### config.mk
export PLATFORM = sky130hd
export DESIGN_NAME = uart_char_rx
export DESIGN_NICKNAME = d
export VERILOG_FILES = /design/src/rtl/uart_char_rx.sv
export SDC_FILE = /design/constraint.sdc
export NUM_CORES = 1
export LEC_CHECK = 0
export ABC_CLOCK_PERIOD_IN_PS = 2500
export BUFFER_PORTS_ARGS = -buffer_cell sky130_fd_sc_hd__buf_2
export CAP_MARGIN = 40
export CORE_MARGIN = 1.5
export CORE_UTILIZATION = 40
export DETAILED_ROUTE_END_ITERATION = 8
export MAX_ROUTING_LAYER = met4
export PLACE_DENSITY_LB_ADDON = 0.08
export SLEW_MARGIN = 25
export SYNTH_ARGS = -nofsm -noshare
export SYNTH_HDL_FRONTEND = slang
export SYNTH_SLANG_ARGS = --single-unit
### constraint.sdc
create_clock -name clk -period 2.5 [get_ports clk]
set_input_delay 0.375 -clock clk [delete_from_list [all_inputs] [get_ports clk]]
set_output_delay 0.375 -clock clk [all_outputs]
set_load 0.01 [all_outputs]
### src/rtl/uart_char_rx.sv
// uart_char_rx
//
// Purpose:
//   Receives an asynchronous 8N1 serial line and recovers one ASCII byte per
//   frame. Each byte goes to a downstream keyword checker. A correctly framed
//   byte is presented on a held output together with a one-cycle valid strobe.
//   A frame whose stop bit reads 0 raises a one-cycle error strobe instead.
//
// Ports:
//   clk        - single clock; all state updates on the rising edge
//   reset      - asynchronous, active-low reset (0 = reset, 1 = run)
//   rxd        - serial line: idle high, LSB first, start 0, 8 data, stop 1
//   char       - last correctly framed byte, held until the next good frame
//   char_valid - one-cycle pulse in the cycle char is updated
//   frame_err  - one-cycle pulse when the stop bit is sampled low
//   busy       - high whenever the receiver FSM is not idle
//
// Parameter:
//   CLKS_PER_BIT - clock cycles per serial bit; must be even and >= 4

module uart_char_rx #(
  parameter int CLKS_PER_BIT = 16
) (
  input  logic       clk,
  input  logic       reset,
  input  logic       rxd,
  output logic [7:0] char,
  output logic       char_valid,
  output logic       frame_err,
  output logic       busy
);

  localparam int HALF = CLKS_PER_BIT / 2;
  localparam int CW   = $clog2(CLKS_PER_BIT);

  localparam logic [CW-1:0] HALF_M1 = CW'(HALF - 1);
  localparam logic [CW-1:0] FULL_M1 = CW'(CLKS_PER_BIT - 1);

  typedef enum logic [2:0] {
    IDLE,
    START,
    DATA,
    STOP,
    BREAK
  } state_t;

  state_t          state_q, state_d;
  logic [CW-1:0]   cnt_q, cnt_d;
  logic [2:0]      idx_q, idx_d;
  logic [7:0]      sh_q, sh_d;
  logic [7:0]      char_q, char_d;
  logic            char_valid_q, char_valid_d;
  logic            frame_err_q, frame_err_d;
  logic            busy_q, busy_d;
  logic            rxd_meta_q, rxd_meta_d;
  logic            rxd_s_q, rxd_s_d;

  // Two-flop synchronizer. It resets to the idle line level so that reset
  // release cannot look like a start bit.
  always_comb begin
    rxd_meta_d = rxd;
    rxd_s_d    = rxd_meta_q;
  end

  always_ff @(posedge clk or negedge reset) begin
    if (!reset) begin
      rxd_meta_q <= 1'b1;
      rxd_s_q    <= 1'b1;
    end else begin
      rxd_meta_q <= rxd_meta_d;
      rxd_s_q    <= rxd_s_d;
    end
  end

  // Next-state logic. The bit-time counter free-runs and is cleared on every
  // state change and on every sample point. START checks the line at mid
  // start bit. After that point, every sample lands a full bit time later,
  // which is mid-bit. STOP ends at mid stop bit, so back-to-back frames
  // still have half a bit of margin before the next start edge.
  always_comb begin
    state_d      = state_q;
    cnt_d        = cnt_q + CW'(1);
    idx_d        = idx_q;
    sh_d         = sh_q;
    char_d       = char_q;
    char_valid_d = 1'b0;
    frame_err_d  = 1'b0;

    case (state_q)
      IDLE: begin
        cnt_d = '0;
        if (!rxd_s_q) begin
          state_d = START;
        end
      end

      START: begin
        if (cnt_q == HALF_M1) begin
          cnt_d   = '0;
          idx_d   = 3'd0;
          // A line that is high again at mid start bit was a glitch.
          state_d = rxd_s_q ? IDLE : DATA;
        end
      end

      DATA: begin
        if (cnt_q == FULL_M1) begin
          cnt_d = '0;
          sh_d  = {rxd_s_q, sh_q[7:1]};
          idx_d = idx_q + 3'd1;
          if (idx_q == 3'd7) begin
            state_d = STOP;
          end
        end
      end

      STOP: begin
        if (cnt_q == FULL_M1) begin
          cnt_d = '0;
          if (rxd_s_q) begin
            char_d       = sh_q;
            char_valid_d = 1'b1;
            state_d      = IDLE;
          end else begin
            frame_err_d  = 1'b1;
            state_d      = BREAK;
          end
        end
      end

      // BREAK waits for the line to return high, so that a held-low line
      // does not generate a stream of false start bits.
      BREAK: begin
        cnt_d = '0;
        if (rxd_s_q) begin
          state_d = IDLE;
        end
      end

      default: begin
        cnt_d   = '0;
        state_d = IDLE;
      end
    endcase

    busy_d = (state_d != IDLE);
  end

  // State and output registers
  always_ff @(posedge clk or negedge reset) begin
    if (!reset) begin
      state_q      <= IDLE;
      cnt_q        <= '0;
      idx_q        <= 3'd0;
      sh_q         <= 8'h00;
      char_q       <= 8'h00;
      char_valid_q <= 1'b0;
      frame_err_q  <= 1'b0;
      busy_q       <= 1'b0;
    end else begin
      state_q      <= state_d;
      cnt_q        <= cnt_d;
      idx_q        <= idx_d;
      sh_q         <= sh_d;
      char_q       <= char_d;
      char_valid_q <= char_valid_d;
      frame_err_q  <= frame_err_d;
      busy_q       <= busy_d;
    end
  end

  assign char       = char_q;
  assign char_valid = char_valid_q;
  assign frame_err  = frame_err_q;
  assign busy       = busy_q;

endmodule
Word level (Yosys, flattened, before mapping)
Index checks and enable logic that the tools add are counted.
W data, S select, Z words.
Operators by class
  reduce and logical (&&, ||, !) cells: 7
  bitwise logic cells: 0
  multipliers: 0
  magnitude comparators: 0
  $add $sub $neg: 2
  div/mod/pow operators: 0
  shift-type cells: 0
  equal/unequal tests: 9
  mux-type cells: 21
Operators by type and width (count)
  $mux W3: 9
  $pmux W3 S5: 1
  $mux W4: 2
  $pmux W4 S2: 1
  $eq A3 B2 Y1 const B: 2
  $eq A3 B3 Y1 const B: 2
  $mux W1: 6
  $pmux W3 S2: 1
  $reduce_and A3 Y1: 2
  $add A4 B1 Y4 const B: 1
  $eq A4 B3 Y1 const B: 1
  $eq A4 B4 Y1 const B: 1
  $ne A2 B2 Y1 const B: 2
  $add A3 B1 Y3 const B: 1
  $eq A3 B1 Y1 const B: 1
  $logic_not A3 Y1: 1
  $reduce_bool A3 Y1: 1
  $mux W2: 1
  $reduce_and A2 Y1: 1
  $reduce_bool A2 Y1: 1
  $reduce_or A2 Y1: 1
Word-level totals
  logic and storage cells: 49
  output and inout port bits: 11
  input bits: 3
  register bits: 31
  memories: 0
  bits in writable memories: 0
  latch bits: 0
  bits in read-only memories: 0

Longest topological paths before layout
  depth after elaboration: 5
  gate-level depth with buffers: 5
  mapped depth without buffers: 5

Least setup slack after synthesis
No wires, ideal clock.
  path kind: register to register
  start: register cnt_q[0]
  end: register sh_q[0]
  slack: 936 ps
  data arrival time: 1440 ps
  stages on the path, launching flop included: 6
  setup time: 125 ps
  buffers on the path: 1
  cell sequence: dfrtp_1 -> ha_1 -> and3_1 -> buf_2 -> nand2_2 -> mux2_2
Between the ends
  word-level cells in the longest chain between the ends: 2
RTL lines
  start: declaration: RTL line 48  | logic [CW-1:0] cnt_q, cnt_d;
  start signal: assignment: RTL line 162  | cnt_q <= cnt_d;
  $eq A4 B4 Y1: RTL line 107  | if (cnt_q == FULL_M1) begin
  $reduce_and A2 Y1 (no line)
  end signal: assignment: RTL line 155  | sh_q <= 8'h00;
  end signal: assignment: RTL line 164  | sh_q <= sh_d;
  end: declaration: RTL line 50  | logic [7:0] sh_q, sh_d;
No other way between the ends.
A chain may end at the register's enable or synchronous reset.

Worst setup path after layout
  start: register state_q[0]
  end: register idx_q[0]
Between the ends
  word-level cells in the longest chain between the ends: 3
RTL lines
  start: declaration: RTL line 47  | state_t state_q, state_d;
  start signal: assignment: RTL line 161  | state_q <= state_d;
  $eq A3 B2 Y1 or $eq A3 B1 Y1 (tied branches): RTL line 89  | case (state_q)
  $ne A2 B2 Y1 (no line) or $reduce_bool A2 Y1 (tied branches)
  $reduce_and A3 Y1 (no line)
  end signal: assignment: RTL line 163  | idx_q <= idx_d;
  end: declaration: RTL line 49  | logic [2:0] idx_q, idx_d;
Several ways; a longest one is shown, not always the timed one.

==> impl_metrics.prom <==
# TYPE chip_impl_metric gauge
chip_impl_metric{name="synth_area",unit="um2"} 1350
chip_impl_metric{name="maximum_level_of_the_cts_h_tree",unit=""} 2
chip_impl_metric{name="period_minus_slack",unit="ns"} 1.73
chip_impl_metric{name="post_synth_edffs",unit=""} 0
chip_impl_metric{name="drt_wl_total",unit="um"} 2080
chip_impl_info{name="clockRootBuffer",value="sky130_fd_sc_hd__clkbuf_4"} 1
chip_impl_metric{name="gp_routability_congestion",unit=""} 0.789
chip_impl_metric{name="core_region_area",unit="um2"} 3130
chip_impl_metric{name="post-cts-setup-buffers",unit=""} 0
chip_impl_metric{name="cts.repair.resized",unit=""} 0
chip_impl_metric{name="grt_max_degree",unit=""} 32
chip_impl_metric{name="ant_nets",unit=""} 0
chip_impl_metric{name="design_area",unit="um2"} 1530
chip_impl_metric{name="critical_path_buf_inv_count",unit=""} 0
chip_impl_metric{name="clock_sink_count",unit=""} 31
chip_impl_metric{name="initial_core_util",unit="%"} 43.0
chip_impl_metric{name="final_critical_path_setup_slack",unit="ns"} 0.769
chip_impl_info{name="rsz0062_at_grt",value="no"} 1
chip_impl_metric{name="dp.final_hpwl",unit="um"} 1440
chip_impl_info{name="synth_most_common_cell",value="sky130_fd_sc_hd__dfrtp_1"} 1
chip_impl_metric{name="crit_path_max_incr_delay",unit="ns"} 0.56
chip_impl_metric{name="hold_buffers",unit=""} 0
chip_impl_metric{name="std_cell_rows",unit=""} 20
chip_impl_metric{name="finalNetCount",unit=""} 122
chip_impl_metric{name="final_hold_viol_count",unit=""} 0
chip_impl_metric{name="met3_track_usage_gr",unit="%"} 4.62
chip_impl_metric{name="cellPowerDensity",unit="nW/um2"} 846
chip_impl_metric{name="grt_first_pass_wirelength",unit="um"} 3520
chip_impl_metric{name="asyncSetResetFlopFracSynth",unit="%"} 100
chip_impl_metric{name="r2r.worst_path.cells",unit=""} 3
chip_impl_metric{name="synth_cell_types",unit=""} 36
chip_impl_metric{name="grt_use_met2",unit="%"} 20.3
chip_impl_metric{name="first_pass_iters",unit=""} 4
chip_impl_info{name="timing.setup.critical_path_class",value="flop to flop"} 1
chip_impl_metric{name="report.final.setup_viol",unit=""} 0
chip_impl_metric{name="buffer_ports.inserted",unit=""} 13
chip_impl_metric{name="timing.slew.headroom",unit="%"} 56.4
chip_impl_metric{name="die_h",unit="um"} 61.0
chip_impl_metric{name="detailroute.via_count",unit=""} 782
chip_impl_metric{name="synth_area_per_cell",unit="um2"} 13.5
chip_impl_metric{name="max-vdd-ir-drop",unit="mV"} 0.403
chip_impl_info{name="timing.critical_path.from_type",value="flop"} 1
chip_impl_info{name="outcome",value="finished clean"} 1
chip_impl_metric{name="ys_ff_latch",unit=""} 31
chip_impl_info{name="yosys_most_used_dff",value="sky130_fd_sc_hd__dfrtp_1"} 1
chip_impl_metric{name="insertion_delay_of_the_later_clocked_pin_in_the_worst_skew_pair",unit="ns"} 0.33
chip_impl_metric{name="syn_to_final_growth",unit="%"} 13.5
chip_impl_metric{name="post_syn_instances",unit=""} 100
chip_impl_metric{name="timing.final.crit_share",unit="%"} 69.2
chip_impl_metric{name="grtUsageTotal",unit="%"} 13.9
chip_impl_info{name="tritoncts",value="built"} 1
chip_impl_info{name="hold_path.class",value="input port to async pin"} 1
chip_impl_metric{name="synth.net_count",unit=""} 106
chip_impl_metric{name="power.leakage",unit="nW"} 0.778
chip_impl_metric{name="fin_skew",unit="ns"} 0.0101
chip_impl_metric{name="placed_area",unit="um2"} 1440
chip_impl_info{name="path_delay_family",value="flip-flops"} 1
chip_impl_metric{name="avgViaCountPerCell",unit=""} 4.86
chip_impl_metric{name="power.total",unit="mW"} 1.29
chip_impl_info{name="crit_path_cell_trace",value="or3b_4, a211oi_4, mux2_4"} 1
chip_impl_metric{name="timing.max_cap.violations",unit=""} 0
chip_impl_metric{name="ratio_of_cells_with_drive_above_1_in_the_final_layout",unit="%"} 31.6
chip_impl_metric{name="die-area",unit="um2"} 3720
chip_impl_metric{name="path_depth",unit=""} 3
chip_impl_info{name="grt.busiest_layer",value="met2"} 1
chip_impl_info{name="critical_path.endpoint_type",value="flop"} 1
chip_impl_metric{name="yosys.area.top_type_share",unit="%"} 53.9
chip_impl_metric{name="tritoncts.num_buffers",unit=""} 5
chip_impl_metric{name="dr.first_iter.drc_count",unit=""} 21
chip_impl_metric{name="timing.critical_path.required",unit="ns"} 2.73
chip_impl_metric{name="io-pin-count",unit=""} 14
chip_impl_metric{name="cp_data_arrival_time",unit="ns"} 1.96
chip_impl_metric{name="clk_path_buf_depth",unit=""} 2
chip_impl_info{name="synth_largest_area_cell",value="sky130_fd_sc_hd__dfrtp_1"} 1
chip_impl_metric{name="setup_tns",unit="ns"} 0
chip_impl_metric{name="worst_slew_pin_tran",unit="ns"} 0.653
chip_impl_metric{name="crit_fanout",unit=""} 12
chip_impl_info{name="post_synth_most_frequent_cells",value="sky130_fd_sc_hd__dfrtp_1, sky130_fd_sc_hd__mux2_1, sky130_fd_sc_hd__mux2_2"} 1
chip_impl_metric{name="synthesis.yosys.warnings",unit=""} 0
chip_impl_metric{name="final_routed_drc_violation_total",unit=""} 0
chip_impl_metric{name="gr-usage-met1",unit="%"} 16.8
chip_impl_info{name="worst_path_max_delay_cell",value="sky130_fd_sc_hd__dfrtp_1"} 1
chip_impl_metric{name="synth_seq_area_share",unit="%"} 57.8
chip_impl_metric{name="first_global_vias",unit=""} 790
chip_impl_metric{name="grt-ovfl-total",unit=""} 0
chip_impl_metric{name="route.detailed.wl_per_inst",unit="um"} 12.9
chip_impl_metric{name="antenna_found_initial",unit=""} 0
chip_impl_metric{name="antenna_cells",unit=""} 0
chip_impl_info{name="synth.area.top_cells",value="sky130_fd_sc_hd__dfrtp_1, sky130_fd_sc_hd__mux2_1, sky130_fd_sc_hd__mux2_2"} 1
chip_impl_metric{name="worst_setup_hold_path_clk_slew",unit="ns"} 0.10
chip_impl_metric{name="die_width",unit="um"} 61.0
chip_impl_metric{name="max_freq",unit="GHz"} 0.578
chip_impl_metric{name="pre_cts_ws",unit="ns"} 0.773
chip_impl_metric{name="slew_viol_final",unit=""} 0
layout by cell type, fill, tap and decap left out, types with 2 or more instances in the layout:
| cell type | Yosys | layout |
|---|---|---|
| sky130_fd_sc_hd__nor3_1 | 2 | 2 |
| sky130_fd_sc_hd__mux2_2 | 8 | 8 |
| sky130_fd_sc_hd__nand2_1 | 5 | 5 |
| sky130_fd_sc_hd__nor2_1 | 4 | 4 |
| sky130_fd_sc_hd__dfstp_2 | 2 | 2 |
| sky130_fd_sc_hd__mux2i_1 | 3 | 3 |
| sky130_fd_sc_hd__nand3b_1 | 2 | 2 |
| sky130_fd_sc_hd__dfrtp_1 | 29 | 29 |
| sky130_fd_sc_hd__buf_2 | 2 | 13 |
| sky130_fd_sc_hd__mux2_1 | 8 | 8 |
| sky130_fd_sc_hd__ha_1 | 3 | 3 |
| sky130_fd_sc_hd__inv_1 | 7 | 7 |
| sky130_fd_sc_hd__clkbuf_4 | 0 | 5 |
sequential cells by signal, summed over array words and instances (netlist names):
name,count
busy,1
char,8
char_valid,1
cnt_q,4
frame_err,1
idx_q,3
rxd_meta_q,1
rxd_s_q,1
sh_q,8
state_q,3
metrics by stage:
stage                     hold WS [ns]  utilization, %  std cells
after global routing             0.104            48.8        161
after global placement           0.348            46.1        153
final                           0.0601            48.8        161
after CTS                       0.0893            48.8        161
after floorplan                 0.0794               -        100
after detailed placement         0.348            46.1        153
final cells by class:
class | instances | area [um2]
Sequential cell | 31 | 778
Inverter | 7 | 26.3
Multi-Input combinational cell | 58 | 517
Fill cell | 284 | 1600
Clock inverter | 2 | 35.0
Tap cell | 44 | 55.1
Clock buffer | 6 | 51.3
Timing Repair Buffer | 13 | 65.1
logic make-up after synthesis:
kind of cell | count (synthesis) | synth area share (%)
multiplexers | 20 | 16.7
AO/OA/AOI/OAI | 5 | 3.72
flip-flops | 31 | 57.8
adder cells (fa/ha/maj) | 3 | 2.79
AND/OR/NAND/NOR | 28 | 13.8
buffers and inverters | 11 | 3.81
XOR/XNOR | 2 | 1.30
per-layer routing:
metal	vias to the layer above	share of wire (%)
met5	-	0
met4	0	2.5
met3	8	4.7
met2	15	44
met1	379	49
li1	380	-
worst paths after layout:
kind	startpoint	endpoint	slack, ns
max in group asynchronous	reset	state_q[0]$_DFF_PN0_	2.01
max reg2reg	state_q[0]$_DFF_PN0_	idx_q[0]$_DFFE_PN0P_	0.77
min reg2reg	rxd_meta_q$_DFF_PN1_	rxd_s_q$_DFF_PN1_	0.36
min	reset	idx_q[0]$_DFFE_PN0P_	0.06
min in group clk	rxd	rxd_meta_q$_DFF_PN1_	0.14
max	state_q[0]$_DFF_PN0_	idx_q[0]$_DFFE_PN0P_	0.77
report_power, final:
part	internal [mW]	total [mW]	leakage (nW)	switching (mW)
combinational	0.120	0.245	0.317	0.125
clock	0.236	0.405	0.0482	0.169
sequential	0.560	0.643	0.413	0.0829
Note: power is estimated with default switching activity, not from simulation.
